<file path="src/rtl/seq_divider16.sv">
// Multi-cycle restoring divider, one quotient bit per cycle.
// Define SIGNED_DIV_EN for two's-complement operands (adds one sign fix-up cycle).
module seq_divider16 #(
    parameter int WIDTH = 16
) (
    input  logic             clk,
    input  logic             rst,
    input  logic             start,
    input  logic [WIDTH-1:0] dividend,
    input  logic [WIDTH-1:0] divisor,
    output logic             busy,
    output logic             done,
    output logic [WIDTH-1:0] quotient,
    output logic [WIDTH-1:0] remainder,
    output logic             div_by_zero,
    output logic             ovfl
);

    localparam int CW = $clog2(WIDTH + 1);

    localparam logic [1:0] StIdle = 2'd0;
    localparam logic [1:0] StRun  = 2'd1;
    localparam logic [1:0] StFix  = 2'd2;
    localparam logic [1:0] StDone = 2'd3;

    logic [1:0]       state_q, state_d;
    logic [CW-1:0]    cnt_q, cnt_d;
    logic [WIDTH-1:0] r_q, r_d;
    logic [WIDTH-1:0] q_q, q_d;
    logic [WIDTH-1:0] dvs_q, dvs_d;
    logic [WIDTH-1:0] quo_q, quo_d;
    logic [WIDTH-1:0] rem_q, rem_d;
    logic             dbz_q, dbz_d;
    logic             ovfl_q, ovfl_d;

    logic [WIDTH:0]   r_shift;
    logic [WIDTH:0]   trial;
    logic [WIDTH-1:0] r_step;
    logic [WIDTH-1:0] q_step;

`ifdef SIGNED_DIV_EN
    logic qneg_q, qneg_d;
    logic rneg_q, rneg_d;
    logic ovfp_q, ovfp_d;

    function automatic logic [WIDTH-1:0] mag(input logic [WIDTH-1:0] v);
        return v[WIDTH-1] ? -v : v;
    endfunction
`endif

    // Partial remainder always stays below the divisor, so WIDTH bits hold it;
    // only the shifted trial value needs the extra bit.
    always_comb begin
        r_shift = {r_q, q_q[WIDTH-1]};
        trial   = r_shift - {1'b0, dvs_q};
        if (!trial[WIDTH]) begin
            r_step = trial[WIDTH-1:0];
            q_step = {q_q[WIDTH-2:0], 1'b1};
        end else begin
            r_step = r_shift[WIDTH-1:0];
            q_step = {q_q[WIDTH-2:0], 1'b0};
        end
    end

    always_comb begin
        state_d = state_q;
        cnt_d   = cnt_q;
        r_d     = r_q;
        q_d     = q_q;
        dvs_d   = dvs_q;
        quo_d   = quo_q;
        rem_d   = rem_q;
        dbz_d   = dbz_q;
        ovfl_d  = ovfl_q;
`ifdef SIGNED_DIV_EN
        qneg_d  = qneg_q;
        rneg_d  = rneg_q;
        ovfp_d  = ovfp_q;
`endif
        case (state_q)
            StIdle, StDone: begin
                state_d = StIdle;
                if (start) begin
                    if (divisor == '0) begin
                        state_d = StDone;
                        quo_d   = '1;
                        rem_d   = dividend;
                        dbz_d   = 1'b1;
                        ovfl_d  = 1'b0;
                    end else begin
                        state_d = StRun;
                        r_d     = '0;
                        cnt_d   = CW'(WIDTH);
`ifdef SIGNED_DIV_EN
                        q_d     = mag(dividend);
                        dvs_d   = mag(divisor);
                        qneg_d  = dividend[WIDTH-1] ^ divisor[WIDTH-1];
                        rneg_d  = dividend[WIDTH-1];
                        ovfp_d  = (dividend == {1'b1, {(WIDTH-1){1'b0}}}) && (divisor == '1);
`else
                        q_d     = dividend;
                        dvs_d   = divisor;
`endif
                    end
                end
            end
            StRun: begin
                r_d   = r_step;
                q_d   = q_step;
                cnt_d = cnt_q - CW'(1);
                if (cnt_q == CW'(1)) begin
`ifdef SIGNED_DIV_EN
                    state_d = StFix;
`else
                    state_d = StDone;
                    quo_d   = q_step;
                    rem_d   = r_step;
                    dbz_d   = 1'b0;
                    ovfl_d  = 1'b0;
`endif
                end
            end
            StFix: begin
`ifdef SIGNED_DIV_EN
                // Most-negative / -1 falls out naturally: magnitude 2^(W-1) with no negation.
                state_d = StDone;
                quo_d   = qneg_q ? -q_q : q_q;
                rem_d   = rneg_q ? -r_q : r_q;
                dbz_d   = 1'b0;
                ovfl_d  = ovfp_q;
`else
                state_d = StIdle;
`endif
            end
            default: state_d = StIdle;
        endcase
    end

    always_ff @(posedge clk) begin
        if (rst) begin
            state_q <= StIdle;
            cnt_q   <= '0;
            r_q     <= '0;
            q_q     <= '0;
            dvs_q   <= '0;
            quo_q   <= '0;
            rem_q   <= '0;
            dbz_q   <= 1'b0;
            ovfl_q  <= 1'b0;
`ifdef SIGNED_DIV_EN
            qneg_q  <= 1'b0;
            rneg_q  <= 1'b0;
            ovfp_q  <= 1'b0;
`endif
        end else begin
            state_q <= state_d;
            cnt_q   <= cnt_d;
            r_q     <= r_d;
            q_q     <= q_d;
            dvs_q   <= dvs_d;
            quo_q   <= quo_d;
            rem_q   <= rem_d;
            dbz_q   <= dbz_d;
            ovfl_q  <= ovfl_d;
`ifdef SIGNED_DIV_EN
            qneg_q  <= qneg_d;
            rneg_q  <= rneg_d;
            ovfp_q  <= ovfp_d;
`endif
        end
    end

    assign busy        = (state_q == StRun);
    assign done        = (state_q == StDone);
    assign quotient    = quo_q;
    assign remainder   = rem_q;
    assign div_by_zero = dbz_q;
    assign ovfl        = ovfl_q;

endmodule

</file>
<file path="config.mk">
export PLATFORM = sky130hd
export DESIGN_NAME = seq_divider16
export DESIGN_NICKNAME = d
export VERILOG_FILES = /design/src/rtl/seq_divider16.sv
export SDC_FILE = /design/constraint.sdc
export NUM_CORES = 1
export LEC_CHECK = 0
export BUFFER_PORTS_ARGS = -buffer_cell sky130_fd_sc_hd__buf_2
export CAP_MARGIN = 15
export CORE_ASPECT_RATIO = 0.7
export CORE_MARGIN = 2
export CORE_UTILIZATION = 52
export DETAILED_ROUTE_END_ITERATION = 10
export PLACE_DENSITY = 0.88
export SYNTH_ARGS = -nofsm -noshare
export SYNTH_HDL_FRONTEND = slang
export SYNTH_SLANG_ARGS = --single-unit
export TNS_END_PERCENT = 1
</file>
<file path="constraint.sdc">
create_clock -name clk -period 2.75 [get_ports clk]
set_input_delay 0.275 -clock clk [delete_from_list [all_inputs] [get_ports clk]]
set_output_delay 0.275 -clock clk [all_outputs]
set_load 0.01 [all_outputs]
</file>
==> flow_metrics.tcl, run 1 <==
set metrics [dict create \
    tightest_slew_ns 0.659 \
    min_path_type "in2reg" \
    viasPerCell 6.02 \
    synthTopCellsByArea "dfxtp_1 (37%), a21oi_1 (6.8%), nor2_1 (6.1%), ha_1 (5.3%), mux2i_1 (5.3%)" \
    synth_top_area_cell "dfxtp_1" \
    startpoint_type "flop" \
    gp_congestion 0.933 \
    cp_max_fo 16 \
    ys_ff_latch 88 \
    irDropWorstVdd_mv 0.542 \
    cts_buffers 9 \
    gr-total-overflow 0 \
    clock_skew_ns 0.00495 \
    ctsHtreeMaxLevel 3 \
    finalNetCount 704 \
    critical_path_required_ns 2.96 \
    grt_setup_unrepaired "true" \
    die-width_um 118 \
    yosys_warnings 0 \
    relSlewSlack_pct 55.9 \
    cpPeakStageDelay_ns 0.40 \
    path_buf_inv 0 \
    power.leakage_nw 2.28 \
    clock_path_buffers 2 \
    drc 0 \
    wl_mm 13.5 \
    grt_pass1_wl_mm 21.9 \
    rows 28 \
    setup_slack_ns 0.0502 \
    port_buffers 69 \
    final_util_pct 64.4 \
    vias 4650 \
    cts_root_buf "clkbuf_16" \
    ys_seq_area_share_pct 37.5 \
    grt_max_degree 42 \
    insertion_delay_ns 0.35 \
    synth_common_cells "dfxtp_1 (88), nor2_1 (76), a21oi_1 (64)" \
    syn_to_final_growth_pct 18.2 \
    firstDrtPassIters 5 \
    ios 71 \
    maxCapViolCount 0 \
    grt_pass1_vias 4348 \
    cp.arrival_ns 2.91 \
    antenna_found_initial 0 \
    slew_violations 0 \
    fmax_mhz 370 \
    setup_violations 0 \
    cts_tree "yes" \
    post_drt_wl_per_cell_um 17.5 \
    avgSynthCellArea_sq_um 8.06 \
    period_needed_ns 2.70 \
    syn-instance-count 583 \
    power.density_mw_per_mm2 942 \
    track_usage_pct 27.6 \
    critPathKind "reg2reg" \
    path_delay_family "compound AO/OA/AOI/OAI gates" \
    async_flop_share_pct 0 \
    hold_slack_ns 0.176 \
    dp_slack_ns 0.0157 \
    final_antenna_net_count 0 \
    dp_hpwl_mm 9.81 \
    critical_path.cell_chain "ha_1, a211o_1, a2111o_1, a21o_1, a32oi_4, nand2_4, a31oi_1, a211oi_1" \
    synth.most_common_cell "dfxtp_1" \
    synth-edff-count 0 \
    end_kind "flop" \
    die_h_um 83.5 \
    finalHoldViolations 0 \
    diodes 0 \
    outcome "finished, final reports clean" \
    post-route-period-util_pct 98.2 \
    path_clk_slew_ns 0.06 \
    yosysUniqueCellTypes 60 \
    drive_above_1_share_pct 18.9 \
    syn_nets 639 \
    start_util_pct 54.5 \
    cts_num_sinks 88 \
    die_area_sq_mm 0.00982 \
    drt_iter0_drc 513 \
    synth_flop_cell "dfxtp_1" \
    synth_top_area_share_pct 37.5 \
    slowest_stage "a2111o_1" \
    design.core.area_sq_mm 0.00862 \
    synth_area_sq_mm 0.00470 \
]
cells by family after synthesis:
kind of cell             share of synthesized area (%)
XOR/XNOR                                          2.05
multiplexers                                      5.33
adder cells (fa/ha/maj)                           5.75
flip-flops                                        37.5
buffers and inverters                             6.50
other                                           0.0798
AND/OR/NAND/NOR                                   16.5
AO/OA/AOI/OAI                                     26.3
worst register-to-register path: stages, from the launching register on:
cell      delay, ns
dfxtp_1        0.34
ha_1           0.31
a211o_1        0.32
a2111o_1       0.40
a21o_1         0.23
a32oi_4        0.31
nand2_4        0.21
a31oi_1        0.32
a211oi_1       0.12
what timing repair did:
action	in CTS	in global routing
buffers inserted	0	4
hold buffers	0	0
gates resized for setup	1	6
pin swaps	0	4
setup endpoints to repair	3	24
stage by stage:
| step | area (sq um) | cells | total power [W] | TNS [ns] |
|---|---|---|---|---|
| finish | 5550 | 772 | 0.00523 | 0 |
| CTS | 5500 | 768 | 0.00508 | 0 |
| global placement | 5150 | 753 | 0.00361 | 0 |
| global route | 5550 | 772 | 0.00551 | -0.207 |
| floorplan | 4700 | 583 | 0.00318 | 0 |
| detailed placement | 5150 | 753 | 0.00369 | 0 |
cell type report:
cell class,count,area [sq um]
multi-input combinational,430,2670
clock buffer,10,229
tap,120,150
clock inverter,5,106
inverter,27,101
fill,706,3070
timing repair buffer,92,531
sequential,88,1760
metal layers:
layer  global-route usage [%]  wire, um  up-vias
met5                        0         0        -
met1                     39.1      5990     2183
met3                     7.92      1300       27
li1                         -         -     2214
met2                     41.2      6000      226
met4                     7.12       183        0
sequential cells by signal, indices dropped and copies added (netlist names):
signal and cells:
state_q 2, dvs_q 16, cnt_q 5, quotient 16, r_q 16, q_q 16
remainder 16, div_by_zero 1
report_power, final:
group	switching [W]	internal [W]	total, W	leakage (nW)
clock	0.000507	0.000884	0.00139	0.159
sequential	0.000139	0.00146	0.00160	0.719
combinational	0.00136	0.000881	0.00224	1.40
final timing paths:
path                                  start           to  slack [ns]  depth (start not counted)
worst max register to register       r_q[8]       r_q[3]        0.05                          8
worst max-delay path                 r_q[8]       r_q[3]        0.05                          8
worst min-delay path             divisor[7]     dvs_q[7]        0.18                          3
worst min register to register  quotient[6]  quotient[6]        0.45                          2
placed cells by master, fill, tap and decap left out, types with 2 or more instances in the layout:
master	instances
dfxtp_1	88
nor2_1	76
buf_2	69
a21oi_1	64
nand2_1	48
o21ai_0	48
a211oi_1	28
inv_1	27
mux2i_1	25
buf_4	22
ha_1	19
nor3_1	13
a31oi_1	11
clkbuf_16	9
nand3_1	7
xnor2_1	7
o21a_1	5
nor4_1	4
o22ai_1	4
nor2b_1	4
or3_1	4
a311oi_1	4
and3_1	4
xor2_1	4
nand4_1	3
nand2b_1	3
a21o_1	3
o21ai_1	3
bufinv_16	3
a211o_1	2
a2111o_1	2
nand3b_1	2
o31ai_1	2
a22oi_1	2
No activity file was read; power rests on OpenSTA's default activity.
==> inputs of run 2 (changes only) <==
--- a/config.mk
+++ b/config.mk
@@ -12,6 +12,7 @@
 export CORE_UTILIZATION = 52
 export DETAILED_ROUTE_END_ITERATION = 10
 export PLACE_DENSITY = 0.88
+export REMOVE_ABC_BUFFERS = 1
 export SYNTH_ARGS = -nofsm -noshare
 export SYNTH_HDL_FRONTEND = slang
 export SYNTH_SLANG_ARGS = --single-unit
==> flow_metrics.tcl, run 2 (same netlist as run 1, synthesis figures left out) <==
set metrics [dict create \
    outcome "finished, final reports clean" \
    final_cell_count_no_fill 776 \
    r2r_end "remainder[14]" \
    syn_to_final_growth_pct 18.2 \
    dp_hpwl_mm 9.49 \
    start_util_pct 54.5 \
    fillers 735 \
    hold_end "dvs_q[2]" \
    relSlewSlack_pct 63.8 \
    viasPerCell 6.00 \
    critical_path_required_ns 3.00 \
    startpoint_type "flop" \
    reg2reg_from "r_q[8]" \
    ios 71 \
    antenna_found_initial 0 \
    final_antenna_net_count 0 \
    layout_common_cells "dfxtp_1 (88), nor2_1 (76), buf_2 (69)" \
    tightest_slew_ns 0.543 \
    cts_buffers 9 \
    diodes 0 \
    min_path_type "in2reg" \
    hold_depth 3 \
    grt_pass1_vias 4281 \
    vias 4655 \
    finalNetCount 707 \
    cpPeakStageDelay_ns 0.42 \
    fmax_mhz 375 \
    slowest_stage "a32oi_4" \
    finalHoldViolations 0 \
    power.density_mw_per_mm2 916 \
    hold_buffers 0 \
    firstDrtPassIters 5 \
    drc 0 \
    post-route-period-util_pct 97.1 \
    r2r_setup_slack_ns 0.08 \
    grt_max_degree 44 \
    post_drt_wl_per_cell_um 16.8 \
    gr-total-overflow 0 \
    cts_num_sinks 88 \
    irDropWorstVdd_mv 0.486 \
    track_usage_pct 26.7 \
    clock_path_buffers 2 \
    critPathKind "reg2reg" \
    slew_violations 0 \
    wl_mm 13.1 \
    rows 28 \
    die_area_sq_mm 0.00982 \
    clock_skew_ns 0.00656 \
    drt_iter0_drc 411 \
    period_needed_ns 2.67 \
    path_clk_slew_ns 0.06 \
    design.core.area_sq_mm 0.00862 \
    dpl.cell_count 757 \
    maxCapViolCount 0 \
    rr_worst_depth 8 \
    grt_pass1_wl_mm 21.2 \
    cp.arrival_ns 2.92 \
    path_buf_inv 0 \
    gp_congestion 0.889 \
    end_kind "flop" \
    grt_setup_unrepaired "true" \
    ctsHtreeMaxLevel 3 \
    dp_slack_ns 0.0280 \
    critical_path.cell_chain "ha_1, a211o_1, a2111o_1, a21o_1, a32oi_4, nand2_8, mux2i_1, a311oi_1" \
    cp_max_fo 16 \
    hold_start "divisor[2]" \
    drive_above_1_share_pct 19.7 \
    setup_violations 0 \
    insertion_delay_ns 0.35 \
    cts_tree "yes" \
    setup_slack_ns 0.0809 \
    die_h_um 83.5 \
    mostFrequentLayoutCell "dfxtp_1" \
    die-width_um 118 \
    path_delay_family "compound AO/OA/AOI/OAI gates" \
    port_buffers 69 \
    power.leakage_nw 2.27 \
    setup_tns_ns 0 \
    cts_root_buf "clkbuf_16" \
]
-- run 2: cell count changes in the layout (fill, tap and decap cells not counted), moves of 2 or more --
cell,delta
buf_4,+2
bufinv_16,-2
mux2i_1,-2
mux2i_2,+2
-- run 2: how the worst max path moves through the flow --
stage / startpoint / to / depth (start not counted)
3_5_place_dp: q_q[15] / remainder[0] / 11
3_3_place_gp: r_q[10] / remainder[14] / 8
6_report: r_q[8] / remainder[14] / 8
5_1_grt: dvs_q[9] / remainder[14] / 9
2_1_floorplan: state_q[1] / remainder[14] / 8
4_1_cts: q_q[15] / remainder[0] / 11
-- run 2: metrics by stage --
stage	area (sq um)	util (%)	power [W]	hold slack [ns]
global route	5550	64.4	0.00538	0.182
CTS	5480	63.6	0.00491	0.168
floorplan	4490	-	0.00305	0.344
finish	5550	64.4	0.00508	0.176
detailed placement	5180	60.2	0.00367	0.441
global placement	5180	60.2	0.00358	0.436
-- run 2: power by group --
| group | internal, W | leakage [nW] | total [W] | switching [W] |
|---|---|---|---|---|
| clock | 0.000731 | 0.143 | 0.00124 | 0.000504 |
| sequential | 0.00146 | 0.719 | 0.00158 | 0.000126 |
| combinational | 0.000901 | 1.41 | 0.00227 | 0.00137 |
| total | 0.00309 | 2.27 | 0.00508 | 0.00200 |
-- run 2: metal layers --
layer | global-route usage, % | share of wire, % | up-vias
met3 | 8.27 | 9.5 | 24
met2 | 40.8 | 44 | 228
met1 | 36.8 | 45 | 2168
li1 | - | - | 2235
met5 | 0 | 0 | -
met4 | 6.68 | 1.5 | 0
-- run 2: cell type report --
| class | count | area, sq um | area share, % |
|---|---|---|---|
| sequential | 88 | 1760 | 31.7 |
| multi-input combinational | 431 | 2700 | 48.5 |
| timing repair buffer | 94 | 546 | 9.83 |
| clock inverter | 4 | 51.3 | 0.924 |
| clock buffer | 12 | 246 | 4.44 |
| tap | 120 | 150 | 2.70 |
| inverter | 27 | 101 | 1.83 |
-- run 2: worst reg2reg max path, stage by stage (launching register included) --
cell,delay [ns]
dfxtp_1,0.33
ha_1,0.32
a211o_1,0.30
a2111o_1,0.37
a21o_1,0.21
a32oi_4,0.43
nand2_8,0.19
mux2i_1,0.18
a311oi_1,0.27
-- run 2: what timing repair did --
item                                    CTS  global route
gates resized for setup                   0            11
endpoints found under the setup margin    0            32
setup buffers                             0             2
==> inputs of run 3 (changes only) <==
--- a/config.mk
+++ b/config.mk
@@ -5,13 +5,13 @@
 export SDC_FILE = /design/constraint.sdc
 export NUM_CORES = 1
 export LEC_CHECK = 0
-export BUFFER_PORTS_ARGS = -buffer_cell sky130_fd_sc_hd__buf_2
 export CAP_MARGIN = 15
 export CORE_ASPECT_RATIO = 0.7
 export CORE_MARGIN = 2
-export CORE_UTILIZATION = 52
+export CORE_UTILIZATION = 55
 export DETAILED_ROUTE_END_ITERATION = 10
-export PLACE_DENSITY = 0.88
+export DONT_BUFFER_PORTS = 1
+export PLACE_DENSITY = 0.84
 export REMOVE_ABC_BUFFERS = 1
 export SYNTH_ARGS = -nofsm -noshare
 export SYNTH_HDL_FRONTEND = slang
==> constraint.sdc (replaced) <==
create_clock -name clk -period 2.2 [get_ports clk]
set_input_delay 0.22 -clock clk [delete_from_list [all_inputs] [get_ports clk]]
set_output_delay 0.22 -clock clk [all_outputs]
set_load 0.01 [all_outputs]
==> flow_metrics.tcl, run 3 (same netlist as run 1, synthesis figures left out) <==
set metrics [dict create \
    port_buffers 0 \
    critPathKind "reg2reg" \
    startpoint_type "flop" \
    hold_depth 2 \
    grt_setup_unrepaired "true" \
    rr_worst_depth 12 \
    critical_path_required_ns 2.48 \
    viasPerCell 6.07 \
    drc 0 \
    setup_violations 34 \
    rows 28 \
    ctsHtreeMaxLevel 3 \
    post_drt_wl_per_cell_um 18.4 \
    final_antenna_net_count 0 \
    mostFrequentLayoutCell "buf_4" \
    diodes 0 \
    gr-total-overflow 0 \
    power.density_mw_per_mm2 1180 \
    min_path_type "in2reg" \
    failed_checks "setup timing" \
    vias 4689 \
    cts_num_sinks 88 \
    post-route-period-util_pct 119 \
    cts_buffers 9 \
    seq_power_share_pct 28.7 \
    grt_max_degree 65 \
    p_clk_share_pct 23.1 \
    die-width_um 114 \
    drt_iter0_drc 403 \
    path_clk_slew_ns 0.07 \
    reg2reg_from "q_q[15]" \
    fmax_mhz 381 \
    die_area_sq_mm 0.00931 \
    layout_common_cells "buf_4 (97), dfxtp_1 (82), nor2_1 (76)" \
    path_buf_inv 3 \
    syn_to_final_growth_pct 26.9 \
    r2r_end "remainder[0]" \
    outcome "complete, but fails checks" \
    design.core.area_sq_mm 0.00837 \
    wl_mm 14.2 \
    cts_tree "yes" \
    netSwitchingFraction_pct 39.4 \
    hold_slack_ns 0.0108 \
    grt_pass1_vias 4428 \
    end_kind "flop" \
    clock_skew_ns 0.00396 \
    clock_path_buffers 2 \
    finalNetCount 718 \
    drive_above_1_share_pct 25.5 \
    cp.arrival_ns 2.90 \
    hold_start "divisor[13]" \
    relSlewSlack_pct 63.8 \
    firstDrtPassIters 5 \
    dp_slack_ns -0.529 \
    critical_path.cell_chain "inv_2, ha_4, inv_2, fa_2, nand3_2, a211oi_2, buf_4, o21ai_4, o211ai_1, nor2_2, or3_2, a31oi_1" \
    power.leakage_nw 2.37 \
    period_needed_ns 2.63 \
    r2r_setup_slack_ns -0.43 \
    tightest_slew_ns 0.543 \
    setup_slack_ns -0.426 \
    ios 71 \
    path_delay_family "compound AO/OA/AOI/OAI gates" \
    comb_power_share_pct 48.2 \
    track_usage_pct 30.4 \
    hold_end "dvs_q[13]" \
    cpPeakStageDelay_ns 0.44 \
    grt_pass1_wl_mm 22.0 \
    dp_hpwl_mm 9.83 \
    slowest_stage "or3_2" \
    cpMostUsedCell "inv_2" \
    cp_max_fo 5 \
    die_h_um 81.3 \
    start_util_pct 56.1 \
    insertion_delay_ns 0.35 \
    p_int_w 0.00427 \
    gp_congestion 0.952 \
    finalHoldViolations 0 \
    cts_root_buf "clkbuf_16" \
    maxCapViolCount 0 \
    antenna_found_initial 0 \
    slew_violations 0 \
    cp.depth 12 \
    power.switching_w 0.00278 \
    irDropWorstVdd_mv 0.795 \
]
[run 3: cell type report]
type / count / area, sq um
inverter: 27 / 101
clock inverter: 5 / 62.6
clock buffer: 11 / 253
fill: 627 / 2410
tap: 105 / 131
timing repair buffer: 104 / 832
multi-input combinational: 432 / 2810
sequential: 88 / 1770
[run 3: worst register-to-register path: cells and delay by family (launching register included)]
kind                     cells  cell delay (ns)
flip-flops                   1             0.33
adder cells (fa/ha/maj)      2             0.38
AO/OA/AOI/OAI                4             0.88
buffers and inverters        3             0.27
AND/OR/NAND/NOR              3             0.69
[run 3: through the flow]
step	instances	util (%)	TNS, ns	power (W)	instance area [sq um]
2_1_floorplan	545	-	-92.72	0.00381	4490
3_3_place_gp	747	64.2	-8.29	0.00478	5380
3_5_place_dp	747	64.2	-13.27	0.00491	5380
4_1_cts	772	70.0	-10.22	0.00681	5860
5_1_grt	772	71.2	-14.48	0.00738	5960
6_report	772	71.2	-10.82	0.00705	5960
[run 3: power by group through the flow]
stage               clock, W  combinational, W  sequential [W]
finish               0.00163           0.00340         0.00202
global route         0.00170           0.00364         0.00204
CTS                  0.00163           0.00316         0.00201
detailed placement         0           0.00287         0.00204
global placement           0           0.00275         0.00203
floorplan                  0           0.00182         0.00199
[run 3: worst max-delay path by stage]
stage	slack, ns	from	to
global route	-0.50	q_q[15]	r_q[6]
detailed placement	-0.53	dvs_q[9]	r_q[1]
CTS	-0.38	dvs_q[9]	remainder[2]
floorplan	-1.52	state_q[1]	remainder[14]
global placement	-0.31	dvs_q[9]	r_q[10]
finish	-0.43	q_q[15]	remainder[0]
[run 3: what timing repair did]
action / 4_1_cts / 5_1_grt
hold endpoints to repair: 64 / 0
cloned: 2 / 0
pin swaps: 15 / 20
buffers inserted: 6 / 0
gates resized for setup: 25 / 27
hold buffers: 1 / 0
setup endpoints to repair: 34 / 52
[run 3: routing by layer]
| layer | vias up | share of wire (%) | global-route usage, % | wire length [um] |
|---|---|---|---|---|
| li1 | 2245 | - | - | - |
| met1 | 2231 | 42 | 38.6 | 5940 |
| met2 | 192 | 47 | 49.8 | 6670 |
| met3 | 21 | 10 | 10.7 | 1460 |
| met4 | 0 | 1.2 | 7.68 | 175 |
| met5 | - | 0 | 0 | 0 |
